[src/rtl/leaf_user_rx_fifo.sv]
// -----------------------------------------------------------------------------
// leaf_user_rx_fifo
//
// Per-port receive elastic buffer between one leaf_interface output port group
// and an HLS ap_fifo input stream. It absorbs leaf back-pressure jitter and
// presents a first-word-fall-through read side to the kernel. All logic runs
// on clk_user.
//
// Ports:
//   clk_user                  in   user clock, rising edge
//   reset                     in   synchronous, active-high
//   dout_leaf_interface2user  in   PAYLOAD_BITS  data from the leaf interface
//   vld_interface2user        in   data valid from the leaf interface
//   ack_user2interface        out  word accepted this cycle (combinational)
//   fifo_dout                 out  PAYLOAD_BITS  head word (FWFT)
//   fifo_empty_n              out  head word valid
//   fifo_read                 in   kernel consumes the head word
//   occupancy                 out  ADDR_BITS+1   words stored, 0..DEPTH
//   almost_full               out  registered occupancy >= AF_THRESH
//   word_count                out  32  words accepted since reset, wraps
//   underflow_err             out  sticky, set on read while empty
// -----------------------------------------------------------------------------
module leaf_user_rx_fifo #(
  parameter int PAYLOAD_BITS = 32,
  parameter int DEPTH        = 16,
  parameter int ADDR_BITS    = 4,
  parameter int AF_THRESH    = 12
) (
  input  logic                    clk_user,
  input  logic                    reset,
  input  logic [PAYLOAD_BITS-1:0] dout_leaf_interface2user,
  input  logic                    vld_interface2user,
  output logic                    ack_user2interface,
  output logic [PAYLOAD_BITS-1:0] fifo_dout,
  output logic                    fifo_empty_n,
  input  logic                    fifo_read,
  output logic [ADDR_BITS:0]      occupancy,
  output logic                    almost_full,
  output logic [31:0]             word_count,
  output logic                    underflow_err
);

  localparam logic [ADDR_BITS:0] DEPTH_C = DEPTH[ADDR_BITS:0];
  localparam logic [ADDR_BITS:0] AF_C    = AF_THRESH[ADDR_BITS:0];
  localparam logic [ADDR_BITS:0] ZERO_C  = {(ADDR_BITS+1){1'b0}};

  logic [PAYLOAD_BITS-1:0] mem_r [DEPTH];
  logic [ADDR_BITS-1:0]    wr_ptr_r;
  logic [ADDR_BITS-1:0]    rd_ptr_r;
  logic [ADDR_BITS:0]      count_r;
  logic [ADDR_BITS:0]      next_count_s;
  logic [31:0]             word_count_r;
  logic                    almost_full_r;
  logic                    underflow_err_r;
  logic                    wr_en_s;
  logic                    rd_en_s;
  logic                    not_empty_s;

  assign not_empty_s = (count_r != ZERO_C);

  // Accept only when there is room; no full-bypass even if the kernel reads
  // in the same cycle. Reset masks the ack so a word offered during reset is
  // never reported as taken.
  assign wr_en_s = vld_interface2user & (count_r != DEPTH_C) & ~reset;

  // A read while empty is an underflow and does not move any state.
  assign rd_en_s = fifo_read & not_empty_s;

  assign ack_user2interface = wr_en_s;
  assign fifo_dout          = mem_r[rd_ptr_r];
  assign fifo_empty_n       = not_empty_s;
  assign occupancy          = count_r;
  assign almost_full        = almost_full_r;
  assign word_count         = word_count_r;
  assign underflow_err      = underflow_err_r;

  // Next occupancy: simultaneous read and write cancel out.
  always_comb begin
    next_count_s = count_r;
    case ({wr_en_s, rd_en_s})
      2'b10:   next_count_s = count_r + {{ADDR_BITS{1'b0}}, 1'b1};
      2'b01:   next_count_s = count_r - {{ADDR_BITS{1'b0}}, 1'b1};
      default: next_count_s = count_r;
    endcase
  end

  // Storage array write; contents are deliberately not cleared by reset.
  always_ff @(posedge clk_user) begin
    if (wr_en_s) begin
      mem_r[wr_ptr_r] <= dout_leaf_interface2user;
    end
  end

  // Pointers, occupancy and status registers.
  always_ff @(posedge clk_user) begin
    if (reset) begin
      wr_ptr_r        <= {ADDR_BITS{1'b0}};
      rd_ptr_r        <= {ADDR_BITS{1'b0}};
      count_r         <= ZERO_C;
      word_count_r    <= 32'd0;
      almost_full_r   <= 1'b0;
      underflow_err_r <= 1'b0;
    end else begin
      if (wr_en_s) begin
        wr_ptr_r     <= wr_ptr_r + {{(ADDR_BITS-1){1'b0}}, 1'b1};
        word_count_r <= word_count_r + 32'd1;
      end
      if (rd_en_s) begin
        rd_ptr_r <= rd_ptr_r + {{(ADDR_BITS-1){1'b0}}, 1'b1};
      end
      if (fifo_read && !not_empty_s) begin
        underflow_err_r <= 1'b1;
      end
      count_r       <= next_count_s;
      // Computed from next_count so the flag lines up with count_r.
      almost_full_r <= (next_count_s >= AF_C);
    end
  end

endmodule

[config.mk]
export PLATFORM = sky130hd
export DESIGN_NAME = leaf_user_rx_fifo
export DESIGN_NICKNAME = d
export VERILOG_FILES = /design/src/rtl/leaf_user_rx_fifo.sv
export SDC_FILE = /design/constraint.sdc
export NUM_CORES = 1
export LEC_CHECK = 0
export BUFFER_PORTS_ARGS = -buffer_cell sky130_fd_sc_hd__buf_2
export CAP_MARGIN = 30
export CORE_UTILIZATION = 55
export CTS_CLUSTER_SIZE = 20
export DETAILED_ROUTE_END_ITERATION = 12
export PLACE_DENSITY = 0.72
export SYNTH_ARGS = -nofsm -noshare
export SYNTH_HDL_FRONTEND = slang
export SYNTH_SLANG_ARGS = --single-unit
[constraint.sdc]
create_clock -name clk_user -period 5.3 [get_ports clk_user]
set_input_delay 1.06 -clock clk_user [delete_from_list [all_inputs] [get_ports clk_user]]
set_output_delay 1.06 -clock clk_user [all_outputs]
set_load 0.005 [all_outputs]
### After elaboration in Yosys (flattened, before gate mapping)

Memories as Yosys holds them, arrays and structs flattened. A register that Yosys moved wholly into a read port is not among the register bits.
Cells that the tools add are included.
W data, S select, Z words.

| word-level totals | value |
|---|---|
| bits in registers | 47 |
| bits in writable memories | 512 |
| input port bits | 36 |
| output and inout port bits | 73 |
| logic and storage cells | 28 |
| memories kept | 1 |

Memories:

| memory | depth | width | read ports | clocked after Yosys merged registers in | wr ports | RTL line | text |
|---|---|---|---|---|---|---|---|
| mem_r | 16 | 32 | 1 | 1 | 1 | 47 | `logic [PAYLOAD_BITS-1:0] mem_r [DEPTH];` |

| operators by class | value |
|---|---|
| add/sub/neg operators | 5 |
| $lt $le $gt $ge | 1 |
| equal/unequal tests | 3 |
| mux-type cells | 5 |
| bitwise logic cells | 4 |
| reduce and logical (&&, ||, !) cells | 3 |

Operators by type and width:

| cell | count |
|---|---|
| $add A32 B1 Y32 const B | 1 |
| $pmux W5 S2 | 1 |
| $add A4 B1 Y4 const B | 2 |
| $mux W4 | 2 |
| $add A5 B1 Y5 const B | 1 |
| $ge A5 B4 Y1 const B | 1 |
| $ne A5 B5 Y1 const B | 1 |
| $reduce_bool A5 Y1 | 1 |
| $sub A5 B1 Y5 const B | 1 |
| $and A1 B1 Y1 | 3 |
| $eq A2 B1 Y1 const B | 1 |
| $eq A2 B2 Y1 const B | 1 |
| $mux W1 | 2 |
| $logic_and A1 B1 Y1 | 1 |
| $logic_not A1 Y1 | 1 |
| $not A1 Y1 | 1 |

### Longest topological paths before layout

| logic depth | value |
|---|---|
| word-level depth | 6 |
| gate-level depth with buffers | 14 |

### Worst setup path after synthesis

No wires, ideal clock.

| path | value |
|---|---|
| kind | input-to-reg |
| from | input port vld_interface2user |
| to | memory mem_r[0][0], enable pin |
| setup time | 0.502 ns |
| data arrival time | 4.841 ns |
| path slack | -0.043 ns |
| stages | 5 |
| cell sequence | inv_1 > a21oi_1 > nand2b_1 > buf_2 > nor4_1 |

| between the ends | value |
|---|---|
| longest elaborated chain between the ends | 4 |

RTL lines:

| what | RTL line | text |
|---|---|---|
| start: declaration | 32 | `input logic vld_interface2user,` |
| $and A1 B1 Y1 (2 in series) | 64 | `assign wr_en_s = vld_interface2user & (count_r != DEPTH_C) & ~reset;` |
| $mux W1 | 89 | `if (wr_en_s) begin` |
| $mux W1 (implied by the code) | 90 | `mem_r[wr_ptr_r] <= dout_leaf_interface2user;` |
| end: declaration | 47 |  |

No other way between the ends.

==> impl_metrics.py <==
metrics = {
    "global_routing": {
        "grt_pass1_wl_um": 65800,
        "met1_use_gr_pct": 31.4,
        "grt.overflow.total": 0,
        "maximum_number_of_pins_on_one_net_before_global_route_repair": 62,
        "grt_use_total_pct": 22.2,
        "grt_busiest_layer": "met2",
        "first_global_vias": 10641,
        "global_route.usage.met3_pct": 3.38,
        "met2_usage_pct": 36.3,
        "antenna_violations_before_repair": 2,
    },
    "clocking": {
        "clk-insertion-delay-late_ns": 0.59,
        "root_buffer_cell": "sky130_fd_sc_hd__clkbuf_16",
        "cts_num_sinks": 563,
        "post-cts-setup-buffer-count": 0,
        "cts-root-to-sink-buffers": 3,
        "worst_setup_hold_path_clk_slew_ns": 0.06,
        "cts_tree": "built",
        "numCtsBuffers": 55,
        "post_cts_hold_buffer_count": 0,
        "post_cts_resize_count": 0,
        "cts_htree_levels": 2,
    },
    "outcome": {
        "run_status": "finished clean",
    },
    "placed_design": {
        "port_buffers": 108,
        "place.detailed.hpwl_um": 24600,
        "gp_congestion": 0.773,
        "placedCellCount": 1602,
    },
    "synthesis": {
        "synth_warnings": 0,
        "synth-main-ff-cell": "sky130_fd_sc_hd__edfxtp_1",
        "synth.net_count": 1039,
        "synthArstFlopShare_pct": 0,
        "synth_area_leader_cell": "sky130_fd_sc_hd__edfxtp_1",
        "syn-mean-instance-area_um2": 21.8,
        "synth_commonest_cells": "sky130_fd_sc_hd__edfxtp_1, sky130_fd_sc_hd__mux4_2, sky130_fd_sc_hd__nor2_1",
        "most_repeated_cell_in_the_gate_level_netlist_after_synthesis": "sky130_fd_sc_hd__edfxtp_1",
        "edff_count_synth": 512,
        "synth_top_cell_area_share_pct": 71.0,
        "synthesis.instances": 994,
        "seq_area_frac_synth_pct": 75.7,
        "dominant_cells_by_area_after_synthesis": "sky130_fd_sc_hd__edfxtp_1, sky130_fd_sc_hd__mux4_2, sky130_fd_sc_hd__dfxtp_1",
        "ys_types": 42,
        "syn_std_cell_area_um2": 21600,
        "synth.ff_latch_count": 563,
    },
    "detailed_routing": {
        "drt_first_pass_iters": 7,
        "routed_wire_length_per_instance_um": 25.3,
        "drc_errors": 0,
        "detail_route.vias_per_cell": 6.01,
        "detail-route-antenna-nets": 0,
        "drt_iter0_drc": 960,
        "finalWirelength_um": 43300,
        "route.vias.total": 10258,
    },
    "setup_path": {
        "criticalPathCategory": "flop to primary output",
        "timing.reg2reg.setup_slack_ns": 1.77,
        "r2r-end": "almost_full",
        "critPathCaptureType": "primary output",
        "worst_setup_path_start_kind": "flop",
        "regToRegStartpoint": "occupancy[3]",
        "critPathArrivalTime_ns": 3.05,
        "worst-endpoint-required_ns": 4.24,
        "rr_worst_depth": 12,
        "worst_path_maximum_fanout": 48,
    },
    "cells_and_area": {
        "final_layout_size_suffix_gt1_share_pct": 33.6,
        "finalNonFillerCells": 1707,
        "area_delta_synth_final_pct": 14.6,
        "net_total_in_the_final_layout": 1186,
        "end_of_flow_core_utilization_pct": 64.0,
    },
    "flow_run": {
        "cap_violations": 0,
    },
    "die": {
        "io-pin-count": 109,
        "num_rows": 72,
        "die_w_um": 200,
        "design.die.area_um2": 40200,
        "design.core.area_um2": 38700,
        "floorplan.die.height_um": 200,
        "floorplan.initialDensity_pct": 55.9,
    },
    "power": {
        "static-leakage-power_uw": 0.00795,
        "power_uw": 10100,
        "power.density_cell_area_nw_per_um2": 406,
        "ir_worst_vdd_mv": 0.304,
    },
    "sta": {
        "clock_skew_ns": 0.0142,
        "timing_worst_slew_pin_value_ns": 1.04,
        "rsz_0062_raised_after_global_routing": "no",
        "tns_ns": 0,
        "timing.max_slew.rel_slack_pct": 30.7,
        "slew_viol_final": 0,
        "fmaxAchievable_mhz": 243,
        "number_of_failing_setup_endpoints_in_the_final_timing_report": 0,
        "finalCritPeriodShare_pct": 77.5,
        "final_period_minus_worst_setup_slack_ns": 4.11,
        "final_hold_viol_count": 0,
    },
    "worst_hold_path": {
        "min-delay-start": "underflow_err",
        "hold_path_class": "flop to flop",
        "timing.hold.worst_path_depth": 2,
        "hold_path_end": "underflow_err",
    },
}
## how the worst max path moves through the flow
| stage | depth (start not counted) | slack, ns | endpoint | from |
|---|---|---|---|---|
| 2_1_floorplan | 5 | -0.04 | mem_r[0][0] | vld_interface2user |
| 3_3_place_gp | 13 | 1.54 | almost_full | vld_interface2user |
| 3_5_place_dp | 13 | 1.44 | almost_full | vld_interface2user |
| 4_1_cts | 4 | 1.14 | fifo_dout[19] | flop |
| 5_1_grt | 4 | 1.08 | fifo_dout[19] | flop |
| 6_report | 4 | 1.19 | fifo_dout[19] | flop |
## cell families after synthesis
| group | synth area share (%) |
|---|---|
| DFF | 75.7 |
| adders and majority gates | 0.520 |
| buffers and inverters | 1.17 |
| and+or+nand+nor | 3.44 |
| muxes | 16.8 |
| AOI/OAI and AO/OA | 0.682 |
| xor gates and xnor gates | 1.62 |
## cells in the final DEF, fill, tap and decap left out, types with 5 or more instances in the layout
master / instances
sky130_fd_sc_hd__inv_1: 12
sky130_fd_sc_hd__clkbuf_8: 7
sky130_fd_sc_hd__buf_2: 108
sky130_fd_sc_hd__ha_1: 9
sky130_fd_sc_hd__and3_1: 7
sky130_fd_sc_hd__buf_4: 23
sky130_fd_sc_hd__clkbuf_1: 20
sky130_fd_sc_hd__xnor2_1: 6
sky130_fd_sc_hd__clkbuf_16: 56
sky130_fd_sc_hd__dfxtp_1: 47
sky130_fd_sc_hd__nand3_1: 7
sky130_fd_sc_hd__xor2_1: 34
sky130_fd_sc_hd__a21oi_1: 7
sky130_fd_sc_hd__nor4_2: 5
sky130_fd_sc_hd__and2_2: 8
sky130_fd_sc_hd__buf_12: 7
sky130_fd_sc_hd__mux4_2: 160
sky130_fd_sc_hd__nand2_1: 11
sky130_fd_sc_hd__clkinv_1: 11
sky130_fd_sc_hd__nand4_1: 25
sky130_fd_sc_hd__edfxtp_1: 512
sky130_fd_sc_hd__nor2_1: 49
## sequential cells by signal (all words and copies together) (netlist names), named ones only
| register | cells |
|---|---|
| rd_ptr_r | 4 |
| underflow_err | 1 |
| wr_ptr_r | 4 |
| occupancy | 5 |
| almost_full | 1 |
| word_count | 32 |
| mem_r | 512 |
## through the flow
stage               setup WS [ns]  area (µm²)  hold slack (ns)
floorplan                 -0.0426       21600            0.460
global placement             1.54       22900            0.451
detailed placement           1.44       23000            0.460
CTS                          1.14       24800            0.491
global route                 1.08       24800            0.542
finish                       1.19       24800            0.499
## routing by layer
metal / up-vias / routed length [µm]
met5: - / 0
met4: 0 / 903
met3: 59 / 2670
met2: 334 / 21800
met1: 5436 / 17900
li1: 4429 / -
## critical path, stage by stage (launching register included)
cell and delay [ns]:
sky130_fd_sc_hd__dfxtp_4 0.82, sky130_fd_sc_hd__buf_4 0.53, sky130_fd_sc_hd__mux4_2 0.38, sky130_fd_sc_hd__mux4_2 0.53, sky130_fd_sc_hd__buf_2 0.15
## layout make-up
cell class              count  area, µm²
clock buffers              83       1570
clock inverters            20        176
multi-input cells         369       5060
fillers                  2565      13900
inverters                  13       48.8
flip-flops and latches    563      16400
repair buffers            139        881
well taps                 518        648
diodes                      2       5.00
## power by group
group	switching [µW]	internal [µW]
sequential	117	4940
clock	1570	2190
combinational	596	666
Note: power is estimated with default switching activity, not from simulation.
